## config.mk

```make
export PLATFORM = sky130hd
export DESIGN_NAME = hazard_ctrl_flat
export DESIGN_NICKNAME = d
export VERILOG_FILES = /design/src/rtl/hazard_ctrl_if.sv /design/src/rtl/hazard_ctrl.sv /design/src/flat_wrapper.sv
export SDC_FILE = /design/constraint.sdc
export NUM_CORES = 1
export LEC_CHECK = 0
export CORE_UTILIZATION = 25
export DETAILED_ROUTE_END_ITERATION = 10
export PLACE_DENSITY = 0.77
export SLEW_MARGIN = 20
export SYNTH_ARGS = -nofsm -noshare
export SYNTH_HDL_FRONTEND = slang
export SYNTH_SLANG_ARGS = --single-unit
```

## constraint.sdc

```tcl
create_clock -name clk -period 2.3 [get_ports clk]
set_input_delay 0.69 -clock clk [delete_from_list [all_inputs] [get_ports clk]]
set_output_delay 0.69 -clock clk [all_outputs]
set_load 0.05 [all_outputs]
```

## src/rtl/hazard_ctrl_if.sv

```systemverilog
// Pipeline-side signal bundle for hazard_ctrl: hazard inputs from ID/EX/MEM and the
// pipeline-register controls, debug state and performance counters it returns.
interface hazard_ctrl_if #(
  parameter int CNT_W = 32
);
  logic [4:0]       id_rs1;
  logic [4:0]       id_rs2;
  logic             id_uses_rs2;
  logic             ex_memRead;
  logic [4:0]       ex_rd;
  logic             mem_redirect;
  logic             mem_access;
  logic             dmem_ready;
  logic             pc_write;
  logic             if_id_write;
  logic             if_id_flush;
  logic             id_ex_bubble;
  logic             ex_mem_bubble;
  logic             pipe_hold;
  logic [1:0]       state;
  logic [CNT_W-1:0] stall_cnt;
  logic [CNT_W-1:0] flush_cnt;

  // Pipeline side: drives hazard terms, consumes controls.
  modport master (
    output id_rs1, id_rs2, id_uses_rs2, ex_memRead, ex_rd,
           mem_redirect, mem_access, dmem_ready,
    input  pc_write, if_id_write, if_id_flush, id_ex_bubble,
           ex_mem_bubble, pipe_hold, state, stall_cnt, flush_cnt
  );

  // Hazard controller side.
  modport slave (
    input  id_rs1, id_rs2, id_uses_rs2, ex_memRead, ex_rd,
           mem_redirect, mem_access, dmem_ready,
    output pc_write, if_id_write, if_id_flush, id_ex_bubble,
           ex_mem_bubble, pipe_hold, state, stall_cnt, flush_cnt
  );
endinterface

```

## src/rtl/hazard_ctrl.sv

```systemverilog
// Stall/flush/freeze sequencer for the 5-stage RV32 pipe (load-use, MEM redirect, dmem wait).
// Lost-cycle counters are built only when HAZARD_PERF_CNT_EN is defined; otherwise they read 0.
module hazard_ctrl #(
  parameter int LU_STALLS = 1,
  parameter int CNT_W     = 32
) (
  input logic          clk,
  input logic          reset,
  hazard_ctrl_if.slave hz
);

  typedef enum logic [1:0] {
    RUN      = 2'd0,
    LU_STALL = 2'd1,
    MEM_WAIT = 2'd2,
    FLUSH    = 2'd3
  } state_e;

  localparam logic [1:0] LU_INIT = 2'(LU_STALLS - 1);

  state_e     state_q, state_d;
  logic [1:0] lu_cnt_q, lu_cnt_d;
  logic       lu_s, mw_s;
  logic       pc_write_s, if_id_write_s, if_id_flush_s;
  logic       id_ex_bubble_s, ex_mem_bubble_s, pipe_hold_s;

  // Hazard detection, priority resolution and next-state selection.
  always_comb begin
    lu_s = hz.ex_memRead && (hz.ex_rd != 5'd0) &&
           ((hz.ex_rd == hz.id_rs1) || (hz.id_uses_rs2 && (hz.ex_rd == hz.id_rs2)));
    mw_s = hz.mem_access && !hz.dmem_ready;

    pc_write_s      = 1'b1;
    if_id_write_s   = 1'b1;
    if_id_flush_s   = 1'b0;
    id_ex_bubble_s  = 1'b0;
    ex_mem_bubble_s = 1'b0;
    pipe_hold_s     = 1'b0;
    state_d         = RUN;
    lu_cnt_d        = 2'd0;

    if (reset) begin
      pc_write_s      = 1'b0;
      if_id_write_s   = 1'b0;
      if_id_flush_s   = 1'b1;
      id_ex_bubble_s  = 1'b1;
      ex_mem_bubble_s = 1'b1;
    end else if (mw_s) begin
      // Freeze everything; any pending stall count or flush duty is dropped.
      pc_write_s    = 1'b0;
      if_id_write_s = 1'b0;
      pipe_hold_s   = 1'b1;
      state_d       = MEM_WAIT;
    end else if (hz.mem_redirect) begin
      if_id_flush_s   = 1'b1;
      id_ex_bubble_s  = 1'b1;
      ex_mem_bubble_s = 1'b1;
      state_d         = FLUSH;
    end else if (state_q == LU_STALL) begin
      pc_write_s     = 1'b0;
      if_id_write_s  = 1'b0;
      id_ex_bubble_s = 1'b1;
      if (lu_cnt_q > 2'd1) begin
        state_d  = LU_STALL;
        lu_cnt_d = lu_cnt_q - 2'd1;
      end else begin
        state_d  = RUN;
        lu_cnt_d = 2'd0;
      end
    end else begin
      // RUN, FLUSH and the releasing MEM_WAIT cycle all evaluate like RUN.
      if (state_q == FLUSH) begin
        if_id_flush_s = 1'b1;
      end else begin
        if_id_flush_s = 1'b0;
      end
      if (lu_s) begin
        pc_write_s     = 1'b0;
        if_id_write_s  = 1'b0;
        id_ex_bubble_s = 1'b1;
        if (LU_STALLS > 1) begin
          state_d  = LU_STALL;
          lu_cnt_d = LU_INIT;
        end else begin
          state_d  = RUN;
          lu_cnt_d = 2'd0;
        end
      end else begin
        state_d  = RUN;
        lu_cnt_d = 2'd0;
      end
    end
  end

  // FSM state and load-use stall counter.
  always_ff @(posedge clk) begin
    if (reset) begin
      state_q  <= RUN;
      lu_cnt_q <= 2'd0;
    end else begin
      state_q  <= state_d;
      lu_cnt_q <= lu_cnt_d;
    end
  end

  assign hz.pc_write      = pc_write_s;
  assign hz.if_id_write   = if_id_write_s;
  assign hz.if_id_flush   = if_id_flush_s;
  assign hz.id_ex_bubble  = id_ex_bubble_s;
  assign hz.ex_mem_bubble = ex_mem_bubble_s;
  assign hz.pipe_hold     = pipe_hold_s;
  assign hz.state         = reset ? RUN : state_q;

`ifdef HAZARD_PERF_CNT_EN
  localparam logic [CNT_W-1:0] CNT_MAX = {CNT_W{1'b1}};
  localparam logic [CNT_W-1:0] CNT_ONE = CNT_W'(1);

  logic [CNT_W-1:0] stall_cnt_q, stall_cnt_d;
  logic [CNT_W-1:0] flush_cnt_q, flush_cnt_d;
  logic             redirect_ev_s;

  // Saturating lost-cycle and redirect-event counters.
  always_comb begin
    redirect_ev_s = hz.mem_redirect && !mw_s;
    if (!pc_write_s && (stall_cnt_q != CNT_MAX)) begin
      stall_cnt_d = stall_cnt_q + CNT_ONE;
    end else begin
      stall_cnt_d = stall_cnt_q;
    end
    if (redirect_ev_s && (flush_cnt_q != CNT_MAX)) begin
      flush_cnt_d = flush_cnt_q + CNT_ONE;
    end else begin
      flush_cnt_d = flush_cnt_q;
    end
  end

  // Counter registers.
  always_ff @(posedge clk) begin
    if (reset) begin
      stall_cnt_q <= '0;
      flush_cnt_q <= '0;
    end else begin
      stall_cnt_q <= stall_cnt_d;
      flush_cnt_q <= flush_cnt_d;
    end
  end

  assign hz.stall_cnt = stall_cnt_q;
  assign hz.flush_cnt = flush_cnt_q;
`else
  assign hz.stall_cnt = '0;
  assign hz.flush_cnt = '0;
`endif

endmodule

```

## src/flat_wrapper.sv

```systemverilog
// flat-port wrapper written by rule: the top's interface ports become plain ports
module hazard_ctrl_flat 
#(
  parameter int LU_STALLS = 1,
  parameter int CNT_W     = 32
)
  (clk, reset, hz_id_rs1, hz_id_rs2, hz_id_uses_rs2, hz_ex_memRead, hz_ex_rd, hz_mem_redirect, hz_mem_access, hz_dmem_ready, hz_pc_write, hz_if_id_write, hz_if_id_flush, hz_id_ex_bubble, hz_ex_mem_bubble, hz_pipe_hold, hz_state, hz_stall_cnt, hz_flush_cnt);
  hazard_ctrl_if #(.CNT_W(CNT_W)) hz_i ();
  input logic clk;
  input logic reset;
  input wire logic [$bits(hz_i.id_rs1)-1:0] hz_id_rs1;
  input wire logic [$bits(hz_i.id_rs2)-1:0] hz_id_rs2;
  input wire logic [$bits(hz_i.id_uses_rs2)-1:0] hz_id_uses_rs2;
  input wire logic [$bits(hz_i.ex_memRead)-1:0] hz_ex_memRead;
  input wire logic [$bits(hz_i.ex_rd)-1:0] hz_ex_rd;
  input wire logic [$bits(hz_i.mem_redirect)-1:0] hz_mem_redirect;
  input wire logic [$bits(hz_i.mem_access)-1:0] hz_mem_access;
  input wire logic [$bits(hz_i.dmem_ready)-1:0] hz_dmem_ready;
  output wire logic [$bits(hz_i.pc_write)-1:0] hz_pc_write;
  output wire logic [$bits(hz_i.if_id_write)-1:0] hz_if_id_write;
  output wire logic [$bits(hz_i.if_id_flush)-1:0] hz_if_id_flush;
  output wire logic [$bits(hz_i.id_ex_bubble)-1:0] hz_id_ex_bubble;
  output wire logic [$bits(hz_i.ex_mem_bubble)-1:0] hz_ex_mem_bubble;
  output wire logic [$bits(hz_i.pipe_hold)-1:0] hz_pipe_hold;
  output wire logic [$bits(hz_i.state)-1:0] hz_state;
  output wire logic [$bits(hz_i.stall_cnt)-1:0] hz_stall_cnt;
  output wire logic [$bits(hz_i.flush_cnt)-1:0] hz_flush_cnt;
  assign hz_i.id_rs1 = hz_id_rs1;
  assign hz_i.id_rs2 = hz_id_rs2;
  assign hz_i.id_uses_rs2 = hz_id_uses_rs2;
  assign hz_i.ex_memRead = hz_ex_memRead;
  assign hz_i.ex_rd = hz_ex_rd;
  assign hz_i.mem_redirect = hz_mem_redirect;
  assign hz_i.mem_access = hz_mem_access;
  assign hz_i.dmem_ready = hz_dmem_ready;
  assign hz_pc_write = hz_i.pc_write;
  assign hz_if_id_write = hz_i.if_id_write;
  assign hz_if_id_flush = hz_i.if_id_flush;
  assign hz_id_ex_bubble = hz_i.id_ex_bubble;
  assign hz_ex_mem_bubble = hz_i.ex_mem_bubble;
  assign hz_pipe_hold = hz_i.pipe_hold;
  assign hz_state = hz_i.state;
  assign hz_stall_cnt = hz_i.stall_cnt;
  assign hz_flush_cnt = hz_i.flush_cnt;
  hazard_ctrl #(.LU_STALLS(LU_STALLS), .CNT_W(CNT_W)) u_core (.clk(clk), .reset(reset), .hz(hz_i));
endmodule
```

; Word-level counts from Yosys, hierarchy flattened
; Index checks and enable logic that the tools add are counted.
[totals]
input_bits = 22
wordCells = 45
regBits = 4
out_inout_bits = 72
[classes]
reduce_logical = 9
n_mux = 25
n_lt_le_gt_ge = 1
n_bitwise = 2
addsub = 1
n_eq_ne = 4
[op_table]
columns = op, count
row1 = 1-bit 2-to-1 mux, 22
row2 = 5-bit == test, 2
row3 = 2-bit 2-to-1 mux, 3
row4 = 5-bit nonzero test, 1
row5 = 5-bit OR reduction, 1
row6 = 1-bit logical AND, 4
row7 = "2-bit by 1-bit == test with 1-bit output, second input constant", 1
row8 = "2-bit == test, second input constant", 1
row9 = "2-bit by 1-bit greater-than comparator with 1-bit output, second input constant", 1
row10 = 1-bit inverter, 2
row11 = 2-bit OR reduction, 1
row12 = "2-bit by 1-bit subtractor with 2-bit output, second input constant", 1
row13 = 1-bit logical NOT, 1
row14 = 1-bit logical OR, 1

; Depth between registers and ports, before layout
[logic_depth]
ltp_word = 9
depth_mapped = 5

; Worst setup path after synthesis
; No wires, ideal clock.
[synth_timing]
path_type = input to output
from = in hz_ex_rd[1]
to = out hz_pc_write
t_arrival_ns = 2.119
t_required_ns = 1.610
stages = 4
n_path_buf = 1
path_slack_ns = -0.509
cell_sequence = or4_1 -> o21ai_2 -> o31a_1 -> buf_4
[synth_between]
elab_chain_len = 9
[synth_lines]
columns = element, line
row1 = start: declaration, flat_wrapper.sv:15  ; input wire logic [$bits(hz_i.ex_rd)-1:0] hz_ex_rd;
row2 = 5-bit == test, hazard_ctrl.sv:30  ; ((hz.ex_rd == hz.id_rs1) || (hz.id_uses_rs2 && (hz.ex_rd == hz.id_rs2)));
row3 = 1-bit logical AND, hazard_ctrl.sv:30
row4 = 1-bit logical OR, hazard_ctrl.sv:30
row5 = 1-bit logical AND (*), hazard_ctrl.sv:29  ; lu_s = hz.ex_memRead && (hz.ex_rd != 5'd0) &&
row6 = 1-bit 2-to-1 mux (*) (5 in a row), n/a
row7 = end: declaration, flat_wrapper.sv:19  ; output wire logic [$bits(hz_i.pc_write)-1:0] hz_pc_write;
; Every way passes the cells marked *; elsewhere a longest branch is shown, timed or not.

; Worst setup path in the final report
[layout_timing]
from = in hz_id_rs2[4]
to = out hz_if_id_write
[layout_between]
elab_chain_len = 9
[layout_lines]
columns = element, line
row1 = start: declaration, flat_wrapper.sv:12  ; input wire logic [$bits(hz_i.id_rs2)-1:0] hz_id_rs2;
row2 = 5-bit == test, hazard_ctrl.sv:30
row3 = 1-bit logical AND, hazard_ctrl.sv:30
row4 = 1-bit logical OR, hazard_ctrl.sv:30
row5 = 1-bit logical AND, hazard_ctrl.sv:29
row6 = 1-bit 2-to-1 mux, hazard_ctrl.sv:77  ; if (lu_s) begin
row7 = 1-bit 2-to-1 mux, hazard_ctrl.sv:59  ; end else if (state_q == LU_STALL) begin
row8 = 1-bit 2-to-1 mux, hazard_ctrl.sv:54  ; end else if (hz.mem_redirect) begin
row9 = 1-bit 2-to-1 mux, hazard_ctrl.sv:48  ; end else if (mw_s) begin
row10 = 1-bit 2-to-1 mux, hazard_ctrl.sv:42  ; if (reset) begin
row11 = end: declaration, flat_wrapper.sv:20  ; output wire logic [$bits(hz_i.if_id_write)-1:0] hz_if_id_write;
; Every way passes these cells.

==> summary.md <==
| Metric | Value |
|---|---|
| Worst setup endpoint | hz_if_id_write |
| GP Congestion | 0.736 |
| Worst Setup Start Kind | input pin |
| Clock buffer depth | 2 |
| Fin crit period | 2.70 ns |
| Setup tns final | -1.13 ns |
| DRC | 0 |
| Root Buffer | clkbuf_4 |
| Hold Vio Cnt, Final | 0 |
| Placed Cells | 193 |
| Setup repair after global routing missed its margin | yes |
| Total track usage | 7.86% |
| Die Span Y | 60.0 um |
| Failing checks | setup timing |
| Starting Density | 26.9% |
| I/O Pins | 94 |
| Clk_lat worst skew | 0.23 ns |
| First-pass GRT wire length | 2090 um |
| Reg2Reg Setup Slack | 1.11 ns |
| CTS sink count | 4 |
| Crit Reg-Reg Endpoint | u_core.lu_cnt_q[1] |
| Worst VDD drop | 0.000156 V |
| Setup WS post-layout | -0.403 ns |
| Vias in the first global route | 529 |
| Number of post-CTS setup repair buffers | 0 |
| WL met2 | 807 um |
| Netlist cell types | 22 |
| Final worst path period share | 118% |
| Crit path capture type | primary output |
| Seq/Total Area, Yosys | 9.52% |
| WL met3 | 175 um |
| Worst EP required | 1.61 ns |
| Port Buffers | 29 |
| #FFs+latches synth | 4 |
| Layout cells sized above 1 | 28.9% |
| # hold bufs at CTS | 0 |
| Post-layout power | 0.558 mW |
| WL final | 1390 um |
| WL met1 | 401 um |
| Max Slew Vio Count | 0 |
| Crit path arrival time | 2.01 ns |
| Critical path class | input pin to primary output |
| Endpoints failing setup | 3 |
| Row cnt | 20 |
| Avg Cell Area, Syn | 7.64 um2 |
| Sequential cell area | 80.1 um2 |
| CP startpoint | hz_id_rs2[4] |
| Num CTS Buffers | 3 |
| Antenna Cells | 0 |
| Via/cell ratio | 3.24 |
| DIE AREA | 3600 um2 |
| Skew final | 0.00258 ns |
| CTS tree | yes |
| GRT overflow | 0 |
| FILL cells | 345 |
| Final Instance Area | 1170 um2 |
| Routed len/inst | 7.07 um |
| Reg-to-Reg Start | u_core.lu_cnt_q[1] |
| Total number of vias | 635 |
| Type of the most critical hold path | flop to flop |
| H-Tree Depth | 1 |
| Total of max-cap violations | 0 |
| Hpwl dp | 1240 um |
| Fin nets | 177 |
| Synth warnings | 0 |
| Core area | 3130 um2 |
| DRT iter0 DRCs | 2 |
| Antenna violations before repair | 0 |
| Die X | 60.0 um |
| Max Used Layer | met3 |
| Critical Path Fanout Max | 2 |
| Lkg Pwr | 0.607 nW |
| Register clock-pin slew on the reported worst setup and hold paths | 0.03 ns |
| Mapped Area | 841 um2 |
| Area of the multi-input gates | 574 um2 |
| F_max | 0.370 GHz |
| DP Area | 1090 um2 |
| Non-Filler Instances | 196 |
| DRT Pass-1 Iters | 2 |
| Largest net degree at the start of global routing | 6 |
| Reg2reg path depth | 4 |
| Post-route ant nets | 0 |
| Outcome | finished, violations left |
| Cell count after synthesis | 110 |
| Pwr dens | 479 nW/um2 |
| Area grow syn2layout | 38.7% |
| Dpl ws | -0.784 ns |
-- flip-flops by register name, indices dropped and copies added, names as in the netlist --
signal and cells:
u_core.state_q 2, u_core.lu_cnt_q 2
-- worst max-delay path: stages --
cell and delay, ns:
buf_6 0.10, xor2_2 0.17, nor4_2 0.33, a32oi_2 0.18, o31a_2 0.39, buf_8 0.16
-- repair_timing --
action / in CTS / in global routing
setup endpoints to repair: 8 / 4
resized for setup: 58 / 9
gates cloned: 0 / 0
pin swaps: 16 / 4
-- placed cells by master (no fill, tap or decap), drive strengths merged, types with 2 or more instances in the layout --
master | netlist | layout
buf | 65 | 28
dfxtp | 4 | 4
xor2 | 9 | 9
clkbuf | 0 | 4
dlygate4sd2 | 0 | 8
nand2b | 3 | 3
nor4 | 3 | 3
a21oi | 3 | 3
clkdlybuf4s50 | 0 | 3
nor2 | 6 | 6
inv | 3 | 3
conb | 1 | 64
nor2b | 2 | 2
-- cell usage after synthesis --
cell type	number	area [um2]
nor2_1	6	22.5
xnor2_1	1	8.76
a32oi_1	1	8.76
a31o_1	1	8.76
nor3_1	1	5.00
nor4_1	2	12.5
nand2_1	1	3.75
ha_1	1	12.5
nor2b_1	2	12.5
o21ai_2	1	8.76
nand2b_1	3	18.8
a31oi_1	1	6.26
o31a_1	1	8.76
or3_1	1	6.26
nor4_2	1	12.5
inv_1	3	11.3
dfxtp_1	4	80.1
conb_1	1	3.75
buf_4	65	488
or4_1	1	7.51
a21oi_1	3	15.0
xor2_1	9	78.8
-- logic make-up (layout without fill, tap and decap cells) --
| logic type | after synthesis | in the layout | synth area share (%) |
|---|---|---|---|
| simple gates | 18 | 18 | 12.1 |
| buf+inv | 68 | 47 | 59.4 |
| other cells | 1 | 64 | 0.446 |
| xor+xnor | 10 | 10 | 10.4 |
| compound gates | 8 | 8 | 6.70 |
| fa+ha+maj | 1 | 1 | 1.49 |
| flops | 4 | 4 | 9.52 |
-- how the worst min path moves through the flow --
stage / start / endpoint / slack (ns) / cells after the start
4_1_cts: u_core.lu_cnt_q[0] / u_core.lu_cnt_q[0] / 0.44 / 1
3_3_place_gp: u_core.lu_cnt_q[0] / u_core.lu_cnt_q[0] / 0.41 / 1
6_report: u_core.lu_cnt_q[0] / u_core.lu_cnt_q[0] / 0.43 / 1
2_1_floorplan: u_core.lu_cnt_q[0] / u_core.lu_cnt_q[0] / 0.41 / 1
3_5_place_dp: u_core.lu_cnt_q[0] / u_core.lu_cnt_q[0] / 0.43 / 1
5_1_grt: u_core.lu_cnt_q[0] / u_core.lu_cnt_q[0] / 0.45 / 1
-- stage by stage --
step | util, % | hold slack [ns]
after floorplan | - | 0.406
after global placement | 34.8 | 0.414
after detailed placement | 34.8 | 0.432
after CTS | 36.8 | 0.437
after global routing | 37.3 | 0.450
final | 37.3 | 0.432
-- report_power, final --
group	switching, mW	internal [mW]	leakage [nW]
logic	0.310	0.0896	0.561
registers	0.00122	0.0719	0.0328
clock network	0.0267	0.0582	0.0138
-- cell type report --
class / instances / area share [%]
clock buffers: 3 / 1.93
inverters: 3 / 0.966
multi-input cells: 101 / 49.2
flip-flops and latches: 4 / 6.87
well taps: 44 / 4.72
repair buffers: 41 / 36.3
-- routing by layer --
| layer | track usage (%) | up-vias |
|---|---|---|
| met4 | 0.997 | 0 |
| met5 | 0 | - |
| li1 | - | 304 |
| met2 | 15.7 | 64 |
| met3 | 3.46 | 0 |
| met1 | 7.40 | 267 |
(Power assumes the default switching activity.)
